`src/rtl/fetch_stage.sv`:
```
// -----------------------------------------------------------------------------
// fetch_stage
//   Instruction fetch stage with the IF/ID pipeline register. Owns the PC,
//   issues single-outstanding requests to instruction memory, holds one
//   response while decode is stalled, and applies redirects from control_unit.
//   In-flight fetches made stale by a redirect are killed.
//
//   Handshakes:
//     imem_req/imem_addr : a request is accepted in the cycle imem_req is high.
//                          There is no ready signal. At most one request is
//                          outstanding at a time.
//     imem_rvalid/rdata  : one response per request, at least one cycle after
//                          it. rvalid is only looked at in WAIT.
//     stallD             : level signal from decode. While high, the IF/ID
//                          register holds its contents.
//
//   Ports:
//     clk, rst          clock, asynchronous active-high reset
//     PCsrc             00/11 next, 01 branch (PCTargetD), 10 jalr (ALUResult)
//     PCTargetD         branch/jal target
//     ALUResult         jalr target; bit 0 is cleared here
//     stallD            decode stall; IF/ID holds
//     imem_req          fetch request
//     imem_addr         fetch address (= PC)
//     imem_rvalid       fetch response valid
//     imem_rdata        fetch response data
//     instrD            IF/ID instruction (NOP_INSTR when bubble)
//     PCD, PCPlus4D     PC of instrD and PC+4
//     validD            instrD is a real instruction
// -----------------------------------------------------------------------------
module fetch_stage #(
  parameter int                    DATA_WIDTH = 32,
  parameter logic [DATA_WIDTH-1:0] RESET_PC   = 32'hBFC0_0000,
  parameter logic [DATA_WIDTH-1:0] NOP_INSTR  = 32'h0000_0013
) (
  input  logic                  clk,
  input  logic                  rst,
  input  logic [1:0]            PCsrc,
  input  logic [DATA_WIDTH-1:0] PCTargetD,
  input  logic [DATA_WIDTH-1:0] ALUResult,
  input  logic                  stallD,
  output logic                  imem_req,
  output logic [DATA_WIDTH-1:0] imem_addr,
  input  logic                  imem_rvalid,
  input  logic [DATA_WIDTH-1:0] imem_rdata,
  output logic [DATA_WIDTH-1:0] instrD,
  output logic [DATA_WIDTH-1:0] PCD,
  output logic [DATA_WIDTH-1:0] PCPlus4D,
  output logic                  validD
);

  localparam logic [1:0] PC_BRANCH = 2'b01;
  localparam logic [1:0] PC_JALR   = 2'b10;

  localparam logic [DATA_WIDTH-1:0] ONE  = DATA_WIDTH'(1);
  localparam logic [DATA_WIDTH-1:0] FOUR = DATA_WIDTH'(4);

  typedef enum logic [1:0] {
    FETCH = 2'd0,
    WAIT  = 2'd1,
    FULL  = 2'd2
  } state_t;

  state_t                state, state_n;
  logic [DATA_WIDTH-1:0] pc, pc_n;
  logic [DATA_WIDTH-1:0] req_pc, req_pc_n;
  logic                  kill, kill_n;
  logic [DATA_WIDTH-1:0] buf_instr, buf_pc;

  logic                  redirect;
  logic [DATA_WIDTH-1:0] target;
  logic [DATA_WIDTH-1:0] req_pc_plus4;
  logic                  buf_we;
  logic                  load_mem;
  logic                  load_buf;

  // 2'b11 falls through as "next" because only 01 and 10 redirect.
  assign redirect     = (PCsrc == PC_BRANCH) || (PCsrc == PC_JALR);
  assign target       = (PCsrc == PC_JALR) ? (ALUResult & ~ONE) : PCTargetD;
  assign req_pc_plus4 = req_pc + FOUR;

  assign imem_req  = (state == FETCH) && !rst;
  assign imem_addr = pc;

  // ---------------------------------------------------------------------------
  // Next-state / control
  // ---------------------------------------------------------------------------
  always_comb begin
    state_n  = state;
    pc_n     = pc;
    req_pc_n = req_pc;
    kill_n   = kill;
    buf_we   = 1'b0;
    load_mem = 1'b0;
    load_buf = 1'b0;

    case (state)
      FETCH: begin
        // The request goes out this cycle regardless; a redirect only marks
        // its response for discard.
        req_pc_n = pc;
        state_n  = WAIT;
        if (redirect) begin
          pc_n   = target;
          kill_n = 1'b1;
        end
      end

      WAIT: begin
        if (redirect) begin
          pc_n = target;
          if (imem_rvalid) begin
            // The arriving response is the stale one; drop it and refetch.
            kill_n  = 1'b0;
            state_n = FETCH;
          end else begin
            kill_n = 1'b1;
          end
        end else if (imem_rvalid) begin
          if (kill) begin
            kill_n  = 1'b0;
            state_n = FETCH;
          end else if (!stallD) begin
            load_mem = 1'b1;
            pc_n     = req_pc_plus4;
            state_n  = FETCH;
          end else begin
            buf_we  = 1'b1;
            pc_n    = req_pc_plus4;
            state_n = FULL;
          end
        end
      end

      FULL: begin
        // The buffer is only meaningful in FULL, so leaving FULL on a
        // redirect is what invalidates it.
        if (redirect) begin
          pc_n    = target;
          state_n = FETCH;
        end else if (!stallD) begin
          load_buf = 1'b1;
          state_n  = FETCH;
        end
      end

      default: begin
        state_n = FETCH;
      end
    endcase
  end

  // ---------------------------------------------------------------------------
  // Fetch state registers
  // ---------------------------------------------------------------------------
  always_ff @(posedge clk or posedge rst) begin
    if (rst) begin
      state     <= FETCH;
      pc        <= RESET_PC;
      req_pc    <= '0;
      kill      <= 1'b0;
      buf_instr <= '0;
      buf_pc    <= '0;
    end else begin
      state  <= state_n;
      pc     <= pc_n;
      req_pc <= req_pc_n;
      kill   <= kill_n;
      if (buf_we) begin
        buf_instr <= imem_rdata;
        buf_pc    <= req_pc;
      end
    end
  end

  // ---------------------------------------------------------------------------
  // IF/ID register. A redirect bubbles it even while decode is stalled.
  // A bubble keeps PCD/PCPlus4D so they still name the last real instruction.
  // ---------------------------------------------------------------------------
  always_ff @(posedge clk or posedge rst) begin
    if (rst) begin
      instrD   <= NOP_INSTR;
      PCD      <= '0;
      PCPlus4D <= '0;
      validD   <= 1'b0;
    end else if (redirect) begin
      instrD <= NOP_INSTR;
      validD <= 1'b0;
    end else if (load_mem) begin
      instrD   <= imem_rdata;
      PCD      <= req_pc;
      PCPlus4D <= req_pc_plus4;
      validD   <= 1'b1;
    end else if (load_buf) begin
      instrD   <= buf_instr;
      PCD      <= buf_pc;
      PCPlus4D <= buf_pc + FOUR;
      validD   <= 1'b1;
    end else if (!stallD) begin
      instrD <= NOP_INSTR;
      validD <= 1'b0;
    end
  end

endmodule

```
`config.mk`:
```
export PLATFORM = sky130hd
export DESIGN_NAME = fetch_stage
export DESIGN_NICKNAME = d
export VERILOG_FILES = /design/src/rtl/fetch_stage.sv
export SDC_FILE = /design/constraint.sdc
export NUM_CORES = 1
export LEC_CHECK = 0
export BUFFER_PORTS_ARGS = -buffer_cell sky130_fd_sc_hd__clkbuf_2
export CORE_MARGIN = 2
export CORE_UTILIZATION = 50
export DETAILED_ROUTE_END_ITERATION = 16
export PLACE_DENSITY = 0.76
export SLEW_MARGIN = 20
export SYNTH_ARGS = -nofsm -noshare
export SYNTH_HDL_FRONTEND = slang
export SYNTH_SLANG_ARGS = --single-unit
```
`constraint.sdc`:
```
create_clock -name clk -period 5.95 [get_ports clk]
set_clock_uncertainty 0.15 [all_clocks]
set_input_delay 0 -clock clk [delete_from_list [all_inputs] [get_ports clk]]
set_output_delay 0 -clock clk [all_outputs]
set_load 0.02 [all_outputs]
```
Word-level counts from Yosys, hierarchy flattened
Index checks and enable logic that the tools add are counted.
- word-level logic and storage cells: 79
- bits in registers: 228
- reductions and logical operators: 12
- bitwise operators: 1
- add/sub/neg operators: 2
- mux-type cells: 43
- eq/ne operators: 11
- operators with widths (cell ; count):
    32-bit two-way mux ; 13
    32-bit by 3-bit adder with 32-bit output (second input constant) ; 2
    32-bit one-hot mux with 2 select lines ; 1
    1-bit two-way mux ; 20
    2-bit two-way mux ; 7
    3-bit inequality test (second input constant) ; 3
    2-bit one-hot mux with 3 select lines ; 1
    2-bit nonzero test ; 3
    2-bit by 1-bit equality test with 1-bit output (second input constant) ; 2
    2-bit equality test (second input constant) ; 2
    2-bit inequality test (second input constant) ; 2
    4-bit by 1-bit inequality test with 1-bit output (second input constant) ; 1
    2-bit AND reduction ; 2
    4-bit AND reduction ; 1
    3-bit AND reduction ; 1
    2-bit zero test ; 1
    2-bit by 1-bit inequality test with 1-bit output (second input constant) ; 1
    1-bit one-hot mux with 2 select lines ; 1
    2-bit OR reduction ; 1
    1-bit logical AND ; 1
    1-bit zero test ; 1
    1-bit logical OR ; 1
    1-bit inverter ; 1

Depth between registers and ports, before layout
Gate-level depths: netlist of the first run.
- word-level depth: 7
- gate-level depth with buffers: 11
- depth with buffers taken out: 7

Least setup slack after synthesis of the first run
Ideal clock, no wire load.
- kind: reg-to-reg
- start point: register req_pc[5]
- end point: register PCPlus4D[27]
- arrival time: 1924 ps
- clock period less this slack: 2152 ps
- cell stages (with the launch flop): 8
- path slack: 3798 ps
- cells stage by stage: dfrtp_1 -> buf_2 -> nand4_2 -> or4_1 -> buf_2 -> or4_4 -> a21oi_2 -> o21bai_1
- word-level cells in the longest chain between the ends: 2
- ends and longest elaborated chain (item ; line ; text):
    start: declaration ; 66 ; logic [DATA_WIDTH-1:0] req_pc, req_pc_n;
    start signal: assignment ; 167 ; req_pc <= req_pc_n;
    32-bit by 3-bit adder with 32-bit output ; 80 ; assign req_pc_plus4 = req_pc + FOUR;
    32-bit two-way mux ; 189 ; end else if (load_mem) begin
    end signal: assignment ; 192 ; PCPlus4D <= req_pc_plus4;
    end signal: assignment ; 197 ; PCPlus4D <= buf_pc + FOUR;
    end: declaration ; 48 ; output logic [DATA_WIDTH-1:0] PCPlus4D,
Every way passes these cells.
A chain may end at the register's enable or synchronous reset.

Final worst setup path of the first run
- start point: input port PCsrc[1]
- end point: register PCPlus4D[27]
- word-level cells in the longest chain between the ends: 6
- ends and longest elaborated chain (item ; line ; text):
    start: declaration ; 38 ; input logic [1:0] PCsrc,
    2-bit by 1-bit equality test with 1-bit output / 2-bit equality test (equally long branches) ; 78 ; assign redirect = (PCsrc == PC_BRANCH) || (PCsrc == PC_JALR);
    1-bit logical OR * ; 78 ;
    1-bit two-way mux, on equally long branches ; 110, 138 ;
    1-bit two-way mux ; 97 ; case (state)
    2-bit nonzero test (no source line) ; -- ;
    2-bit AND reduction (no source line) ; -- ;
Mark *: on every way between the ends. The rest lies on a longest branch, timed or not.

==> metrics.md, run 1 <==
| Metric | Value |
|---|---|
| Grt ovf | `0` |
| Crit path time final | `about 3 ns` |
| Starting density of the core | `0.510` |
| Leak | `approximately 0.0065 uW` |
| Setup crit end kind | `flop` |
| Final #Nets | `~1400` |
| Max_slew headroom | `0.270` |
| Post-DP HPWL | `about 19 mm` |
| Initial antenna violation count | `1` |
| Sink Count | `226` |
| Synth Flop Type | `dfrtp_1` |
| Crit path arrival time | `approximately 3.3 ns` |
| Reg power frac | `0.450` |
| Final slew viol count | `0` |
| Post-synth top area cell | `dfrtp_1` |
| Synth Area per Inst | `about 11 um2` |
| EDFF count, synth | `0` |
| DRT Pass-1 Iters | `6` |
| Final antenna-violating net count | `0` |
| Final setup vio count | `0` |
| Io pins | `232` |
| Layout cells sized above 1 | `0.302` |
| Sw Share | `0.369` |
| Row Count | `53` |
| Synth warn | `0` |
| CORE AREA | `~21000 um2` |
| CTS max path bufs | `3` |
| Clock Latency Late Sink | `about 0.53 ns` |
| GRT Util Overall | `0.280` |
| Synthesized flop and latch total | `between 200 and 250` |
| Max_cap viols | `0` |
| Setup CP Type | `primary input to flop` |
| Worst Path Max Fanout | `about 60` |
| Synthesis-to-layout area growth | `29.4%` |
| Number of global-route vias before repair | `roughly 9500` |
| Root Driver | `clkbuf_16` |
| Post-Syn Nets | `~1100` |
| Clock transition at the registers of the reported paths | `roughly 0.060 ns` |
| PostCTS Resize Cnt | `0` |
| Die W | `roughly 150 um` |
| Vias | `around 9000` |
| Int Pwr | `between 3000 and 4000 uW` |
| Total wire length | `~32 mm` |
| Startpoint Class | `primary input` |
| Syn Inst Count | `slightly above 1000` |
| CP Data Required Time | `between 6 and 7 ns` |
| Setup TNS | `0 ns` |
| DIE AREA | `roughly 23000 um2` |
| Setup bufs post-CTS | `0` |
| Average wire per standard cell | `around 20 um` |
| Top cells by area, synth | `dfrtp_1, mux2_2, nand2_1` |
| Hold buffers post-CTS | `a little under 100` |
| Peak supply drop | `between 200 and 300 uV` |
| Netlist cell types | `57` |
| First-pass GRT wire length | `about 50 mm` |
| DR DRC count | `0` |
| TritonCTS clock tree | `yes` |
| Clk pwr share | `0.250` |
| Die Y | `roughly 150 um` |
| Final Hold Violating Endpoints | `0` |
| Async S/R FF share, synth | `1.00` |
| Measured slew at the worst slew-check pin | `~1.1 ns` |
| Gpl congestion | `0.817` |
| Drt initial violations | `776` |
| Post-Layout Cell Count | `1592` |
| Pwr dens | `between 400 and 500 nW/um2` |
| Area fraction of the dominant cell type after synthesis | `0.499` |
| Pwr Total | `~6000 uW` |
| Highest Clock Rate | `0.334 GHz` |
| Post-placement cell count | `around 1400` |
| CTS HTree Levels | `1` |
| Worst Hold Class | `primary input to flop` |
| Outcome | `finished, final reports clean` |
| Mapped cell area | `~11000 um2` |
| CTS buffer count | `24` |
| Post-synthesis sequential area ratio | `0.529` |
| Combinational power share | `0.300` |
| Tcrit/Tclk final | `0.504` |
| Port bufs | `230` |
| Unrepaired setup endpoints after global routing | `false` |
| Largest net degree at the start of global routing | `191` |
| Number of vias per cell | `5.81` |
| Sw Pwr | `2230 uW` |
==> area by class of cell <==
cell class / instances / area (um2)
diodes: 1 / 2.50
clock buffers: 37 / 711
clock inverters: 6 / 82.6
fillers: 1581 / 7140
inverters: 29 / 113
multi-input cells: 674 / 4670
flip-flops and latches: 226 / 5670
well taps: 275 / 344
repair buffers: 344 / 2290
==> flip-flops by register name, indices dropped and copies added (netlist names) <==
name and cells:
kill 1, buf_pc 32, instrD 32, PCPlus4D 30, PCD 32, imem_addr 32
req_pc 32, buf_instr 32, state 2, validD 1
==> layer usage <==
metal	vias up	wire, um	GRT usage
met3	84	2320	0.0582
met1	4573	12700	0.356
met4	0	1140	0.115
met5	-	0	0
met2	369	15400	0.467
li1	4216	-	-
==> synth_stat cells, drive strengths merged, types with 5 or more instances <==
library cell  count
nor2             45
a221o            18
mux2i            31
nor4              6
nor3             32
nand4            17
mux2             89
a21oi            33
nand2           119
o21ai            60
and4              8
xnor2            23
nand3            32
a22oi            33
or4               5
a21o              6
o2bb2ai           5
and3              6
buf              30
xor2             20
a22o              5
and2             16
a222oi           17
inv              29
dfrtp           214
o22ai             8
dfstp            12
clkbuf           50
==> layout by cell type, fill, tap and decap left out, types with 18 or more instances in the layout <==
cell             n
a22oi_1         33
nor3_1          30
clkbuf_2       230
o21ai_0         59
inv_1           28
dfrtp_1        214
nor2_1          42
xnor2_1         23
a221o_1         18
nand2_1        119
xor2_1          20
mux2i_1         31
a21oi_1         32
mux2_2          89
nand3_1         32
dlygate4sd3_1   99
clkbuf_16       25
==> logic make-up (layout without fill, tap and decap cells) <==
logic type | after synthesis | count (layout) | synth area share
xor+xnor | 43 | 43 | 0.0351
buf+inv | 109 | 416 | 0.0408
flops | 226 | 226 | 0.529
mux | 120 | 120 | 0.122
other cells | 0 | 1 | 0
simple gates | 299 | 299 | 0.134
compound gates | 209 | 209 | 0.136
fa+ha+maj | 3 | 3 | 0.00350
==> worst max-delay path, cell delays in order <==
cell and delay (ns):
dlygate4sd3_1 0.53, clkbuf_2 0.11, ha_2 0.52, nand2b_1 0.23, nor2_4 0.59, buf_4 0.68, nand2_1 0.17, o21ai_0 0.26
o21bai_1 0.11
==> power by group through the flow <==
stage / Clock [uW] / Sequential (uW) / Combinational, uW
finish: 1510 / 2720 / 1810
global route: 1600 / 2790 / 1970
floorplan: 0 / 2840 / 935
CTS: 1530 / 2690 / 1800
global placement: 0 / 2690 / 1680
detailed placement: 0 / 2710 / 1730
==> worst paths after layout <==
| check | start | to | slack [ns] | depth (start not counted) |
|---|---|---|---|---|
| worst max-delay path | PCsrc[1] | PCPlus4D[27]$_DFFE_PP0P_ | 2.95 | 9 |
| worst min-delay path | PCsrc[0] | instrD[9]$_DFFE_PP0P_ | 0.05 | 4 |
| worst max register to register | state[1]$_DFFE_PP0P_ | PCPlus4D[27]$_DFFE_PP0P_ | 3.05 | 6 |
| worst min register to register | PCD[4]$_DFFE_PP0P_ | PCD[4]$_DFFE_PP0P_ | 0.33 | 2 |
| max in group asynchronous | rst | PCD[15]$_DFFE_PP0P_ | 4.12 | 5 |
| min in group asynchronous | rst | instrD[23]$_DFFE_PP0P_ | 0.07 | 3 |
==> through the flow <==
| step | utilization | hold WS [ns] | setup slack (ns) | cell area, um2 |
|---|---|---|---|---|
| floorplan | - | -0.0705 | 2.86 | 10700 |
| global placement | 0.574 | 0.0348 | 3.13 | 12100 |
| detailed placement | 0.574 | 0.0421 | 3.04 | 12100 |
| CTS | 0.658 | 0.0442 | 3.02 | 13800 |
| global route | 0.660 | 0.0933 | 2.77 | 13900 |
| finish | 0.660 | 0.0461 | 2.95 | 13900 |
No activity file was read; power rests on OpenSTA's default activity.
==> inputs of run 2 (changes only) <==
==> constraint.sdc (replaced) <==
create_clock -name clk -period 2.5 [get_ports clk]
set_clock_uncertainty 0.15 [all_clocks]
set_input_delay 0 -clock clk [delete_from_list [all_inputs] [get_ports clk]]
set_output_delay 0 -clock clk [all_outputs]
set_load 0.02 [all_outputs]
==> metrics.md, run 2 (synthesis gave the netlist of run 1 again) <==
| Metric | Value |
|---|---|
| Unrepaired setup endpoints after global routing | `false` |
| Number of vias per cell | `between 5 and 6` |
| Setup CP Type | `flop to flop` |
| Highest Clock Rate | `about 0.42 GHz` |
| Final setup vio count | `0` |
| Starting density of the core | `0.510` |
| Number of global-route vias before repair | `slightly below 10000` |
| Gpl congestion | `0.856` |
| GRT Util Overall | `0.288` |
| Worst Path Max Fanout | `7` |
| DIE AREA | `22600 um2` |
| Die Y | `between 150 and 200 um` |
| Layout cells sized above 1 | `0.326` |
| Row Count | `53` |
| Peak supply drop | `slightly below 800 uV` |
| Setup bufs post-CTS | `0` |
| Final Hold Violating Endpoints | `0` |
| Drt initial violations | `around 940` |
| Startpoint Class | `flop` |
| Crit-path slowest cell | `or4_1` |
| Synthesis-to-layout area growth | `33.6%` |
| Most frequent cells in the layout | `clkbuf_2, dfrtp_1, nand2_1, dlygate4sd3_1, mux2_2` |
| Top delay family on crit path | `simple AND/OR/NAND/NOR gates` |
| Fillers | `1510` |
| Post-DP HPWL | `a little over 20 mm` |
| DR DRC count | `0` |
| Crit path arrival time | `2.67 ns` |
| Final #Nets | `about 1400` |
| Pwr Total | `14900 uW` |
| Pwr dens | `approximately 1000 nW/um2` |
| Tcrit/Tclk final | `0.949` |
| Grt ovf | `0` |
| Outcome | `finished, final reports clean` |
| Pre-CTS WS | `about 0.11 ns` |
| CP Data Required Time | `about 2.8 ns` |
| TritonCTS clock tree | `yes` |
| Commonest non-fill, non-tap cell in the layout | `clkbuf_2` |
| Root Driver | `clkbuf_16` |
| DRT Pass-1 Iters | `9` |
| Measured slew at the worst slew-check pin | `0.965 ns` |
| CTS HTree Levels | `1` |
| Sink Count | `226` |
| CTS max path bufs | `3` |
| Vias | `around 9400` |
| Total wire length | `about 32 mm` |
| Max_cap viols | `0` |
| Clock Latency Late Sink | `approximately 0.52 ns` |
| Average wire per standard cell | `a little under 20 um` |
| Final antenna-violating net count | `0` |
| Initial antenna violation count | `0` |
| First-pass GRT wire length | `between 50 and 60 mm` |
| CORE AREA | `between 20000 and 25000 um2` |
| Port bufs | `230` |
| Worst Hold Class | `primary input to flop` |
| CTS buffer count | `24` |
| Max_slew headroom | `0.355` |
| Largest net degree at the start of global routing | `83` |
| Area of the multi-input gates | `between 4000 and 5000 um2` |
| Die W | `approximately 150 um` |
| Setup crit end kind | `flop` |
| Storage element area | `between 5000 and 6000 um2` |
| CP max stage delay | `0.76 ns` |
| Final core utilization | `0.682` |
| Crit path buf inv count | `1` |
| Crit-path cells | `inv_1 -> or4_1 -> or4_4 -> a21oi_2 -> o21bai_1` |
| Clock transition at the registers of the reported paths | `0.06 ns` |
| Io pins | `approximately 230` |
| Crit path time final | `2.37 ns` |
| Final slew viol count | `0` |
| Final WS setup | `about 0.13 ns` |
| Leak | `around 0.0067 uW` |
## run 2: through the flow
step	instances	hold WS (ns)	setup TNS [ns]	cell area, um2
floorplan	1009	-0.0705	-126.73	10700
global placement	1489	-0.112	0	12500
detailed placement	1489	-0.115	0	12500
CTS	1631	0.0649	0	14300
global route	1631	0.132	0	14300
finish	1632	0.107	0	14300
## run 2: layer usage
layer / global-route usage / share of wire / vias up
met5: 0 / 0 / -
met4: 0.120 / 0.036 / 0
met3: 0.0597 / 0.081 / 95
met2: 0.477 / 0.48 / 394
met1: 0.369 / 0.40 / 4599
li1: - / - / 4298
## run 2: repair_timing
item / in CTS / in global routing
endpoints found under the hold margin: 315 / 0
setup endpoints to repair: 0 / 1
gates resized for setup: 0 / 1
hold buffers: 102 / 0
## run 2: worst paths after layout
check / cells past startpoint / slack (ns) / start / endpoint
min in group asynchronous: 4 / 0.50 / rst / buf_pc[26]$_DFFE_PP0P_
worst min-delay path: 5 / 0.11 / PCsrc[0] / instrD[13]$_DFFE_PP0P_
worst max register to register: 5 / 0.13 / req_pc[12]$_DFFE_PP0P_ / PCPlus4D[27]$_DFFE_PP0P_
max in group asynchronous: 5 / 0.88 / rst / imem_addr[5]$_DFFE_PP0P_
worst max-delay path: 5 / 0.13 / req_pc[12]$_DFFE_PP0P_ / PCPlus4D[27]$_DFFE_PP0P_
worst min register to register: 2 / 0.32 / PCD[10]$_DFFE_PP0P_ / PCD[10]$_DFFE_PP0P_
## run 2: cell type report
| type | instances | area share |
|---|---|---|
| Clock inverter | 4 | 0.00681 |
| Clock buffer | 36 | 0.0528 |
| Inverter | 29 | 0.00785 |
| Antenna cell | 1 | 0.000175 |
| Timing Repair Buffer | 387 | 0.187 |
| Sequential cell | 226 | 0.395 |
| Tap cell | 275 | 0.0240 |
| Multi-Input combinational cell | 674 | 0.326 |
## run 2: worst min-delay path: stages
cell	delay, ns
clkbuf_2	0.08
inv_1	0.07
ha_2	0.25
buf_4	0.21
and2_1	0.13
## run 2: power by group
part | total [uW] | internal, uW | switching (uW) | leakage [uW]
clock | 3850 | 2380 | 1470 | 0.000418
sequential | 6260 | 5050 | 1210 | 0.00283
combinational | 4790 | 2070 | 2730 | 0.00350
total | 14900 | 9500 | 5410 | 0.00675
==> inputs of run 3 (changes only) <==
--- a/config.mk
+++ b/config.mk
@@ -9,6 +9,7 @@
 export CORE_MARGIN = 2
 export CORE_UTILIZATION = 50
 export DETAILED_ROUTE_END_ITERATION = 16
+export GPL_TIMING_DRIVEN = 0
 export PLACE_DENSITY = 0.76
 export SLEW_MARGIN = 20
 export SYNTH_ARGS = -nofsm -noshare
==> metrics.md, run 3 (synthesis gave the netlist of run 1 again) <==
| Metric | Value |
|---|---|
| Outcome | `finished, final reports clean` |
| Tcrit/Tclk final | `0.982` |
| Vias | `10023` |
| Commonest non-fill, non-tap cell in the layout | `clkbuf_2` |
| Reg2reg end | `PCPlus4D[27]$_DFFE_PP0P_` |
| Worst r2r src | `req_pc[5]$_DFFE_PP0P_` |
| Combinational power share | `0.318` |
| Synthesis-to-layout area growth | `33.5%` |
| Int Pwr | `a little over 9000 uW` |
| Clk pwr share | `0.247` |
| CP max stage delay | `approximately 0.75 ns` |
| CORE AREA | `between 20000 and 25000 um2` |
| Min-delay src | `PCsrc[1]` |
| Sw Pwr | `approximately 5500 uW` |
| Crit path time final | `around 2.5 ns` |
| Highest Clock Rate | `roughly 0.4 GHz` |
| Setup CP Type | `primary input to flop` |
| Port bufs | `around 230` |
| Routed wl met3 | `about 3.8 mm` |
| Topmost layer with routed signal wires | `met4` |
| Sink Count | `about 230` |
| Sw Share | `0.377` |
| Depth of the worst register-to-register path | `7` |
| Die Y | `around 150 um` |
| Measured slew at the worst slew-check pin | `between 0.9 and 1 ns` |
| Crit-path cells | `clkbuf_2 -> inv_1 -> ha_1 -> clkbuf_1 -> clkbuf_1 -> mux2i_1 -> dlygate4sd3_1 -> nor3_1 -> a21oi_1 -> o21ai_0` |
| Final slew viol count | `0` |
| Crit-path slowest cell | `clkbuf_1` |
| Number of vias per cell | `between 6 and 7` |
| Crit path arrival time | `2.75 ns` |
| Hold depth | `4` |
| Max_slew headroom | `0.391` |
| Starting density of the core | `0.510` |
| Met2 Wirelength | `roughly 17 mm` |
| FF-to-FF setup slack | `approximately 0.08 ns` |
| Max_cap viols | `0` |
| TritonCTS clock tree | `yes` |
| Leak | `~0.0068 uW` |
| CP most frequent cell | `clkbuf_1` |
| DR DRC count | `0` |
| Row Count | `53` |
| Setup TNS | `0 ns` |
| CTS buffer count | `25` |
| Final setup vio count | `0` |
| CTS HTree Levels | `1` |
| Drt initial violations | `roughly 970` |
| Peak supply drop | `~590 uV` |
| Clock transition at the registers of the reported paths | `about 0.06 ns` |
| Largest net degree at the start of global routing | `36` |
| Root Driver | `clkbuf_16` |
| Worst hold path endpoint | `instrD[29]$_DFFE_PP0P_` |
| Initial antenna violation count | `1` |
| GRT Util Overall | `0.317` |
| Worst Hold Class | `primary input to flop` |
| Total wire length | `around 36 mm` |
| Setup crit end kind | `flop` |
| CP Data Required Time | `2.79 ns` |
| DIE AREA | `22600 um2` |
| Pwr dens | `1030 nW/um2` |
| Startpoint Class | `primary input` |
| DRT Pass-1 Iters | `6` |
| CTS max path bufs | `3` |
| Worst Path Max Fanout | `10` |
| Met1 Wirelength | `13.6 mm` |
| Grt ovf | `0` |
| Final core utilization | `0.681` |
| Die W | `around 150 um` |
| Layout cells sized above 1 | `0.322` |
| Final #Nets | `between 1000 and 1500` |
| Most frequent cells in the layout | `clkbuf_2, dfrtp_1, nand2_1, dlygate4sd3_1, mux2_2` |
| Clock Latency Late Sink | `approximately 0.53 ns` |
| Gpl congestion | `between 0.9 and 1` |
| Final Hold Violating Endpoints | `0` |
| Average wire per standard cell | `roughly 22 um` |
| Reg power frac | `0.435` |
| Final antenna-violating net count | `0` |
| Io pins | `between 200 and 250` |
| First-pass GRT wire length | `approximately 55 mm` |
| Number of global-route vias before repair | `~9900` |
| Post-DP HPWL | `roughly 24 mm` |
[run 3: how the worst max path moves through the flow]
stage,start,to,slack (ns),cells past startpoint
5_1_grt,req_pc[4]$_DFFE_PP0P_,PCPlus4D[31]$_DFFE_PP0P_,-0.01,7
3_3_place_gp,rst,imem_addr[7]$_DFFE_PP0P_,-1.95,2
2_1_floorplan,rst,PCD[0]$_DFFE_PP0P_,-0.59,1
3_5_place_dp,PCsrc[0],PCD[22]$_DFFE_PP0P_,-0.46,10
6_report,PCsrc[0],imem_addr[26]$_DFFE_PP1P_,0.04,10
4_1_cts,state[1]$_DFFE_PP0P_,PCPlus4D[30]$_DFFE_PP0P_,0.004,6
[run 3: metal layers]
metal	vias to the layer above	global-route usage
li1	4378	-
met1	4916	0.418
met2	576	0.498
met3	153	0.0652
met4	0	0.164
met5	-	0
[run 3: timing repair]
item,4_1_cts,5_1_grt
endpoints found under the hold margin,192,0
pin swaps,1,3
hold buffers,99,0
setup endpoints to repair,121,140
buffers inserted,0,6
resized for setup,25,28
[run 3: through the flow]
step           instances  worst slack [ns]  total power [uW]  hold slack, ns  instance area (um2)
2_1_floorplan       1009            -0.592              8990         -0.0705                10700
5_1_grt             1665           -0.0103             15300           0.116                14300
3_3_place_gp        1513             -1.95             10600          0.0747                12200
4_1_cts             1661           0.00383             14600          0.0373                14200
3_5_place_dp        1520            -0.459             10800          -0.101                12400
6_report            1665            0.0448             14700          0.0552                14300
[run 3: power groups by stage]
| stage | logic [uW] | clock network, uW | registers (uW) |
|---|---|---|---|
| 6_report | 4680 | 3620 | 6390 |
| 5_1_grt | 5040 | 3780 | 6530 |
| 4_1_cts | 4610 | 3650 | 6300 |
| 3_5_place_dp | 4440 | 0 | 6340 |
| 3_3_place_gp | 4280 | 0 | 6290 |
| 2_1_floorplan | 2230 | 0 | 6770 |
[run 3: final cells by class]
cell class | count | area, um2
diodes | 1 | 2.50
fillers | 1515 | 6700
clock inverters | 4 | 51.3
inverters | 29 | 113
multi-input cells | 674 | 4710
flip-flops and latches | 226 | 5670
plain buffers | 77 | 354
clock buffers | 38 | 744
repair buffers | 341 | 2320
well taps | 275 | 344
[run 3: critical path: cells and delay by family]
| family | cells | cell delay [ns] |
|---|---|---|
| mux | 1 | 0.36 |
| compound gates | 2 | 0.25 |
| fa+ha+maj | 1 | 0.13 |
| simple gates | 1 | 0.04 |
| buf+inv | 5 | 1.94 |
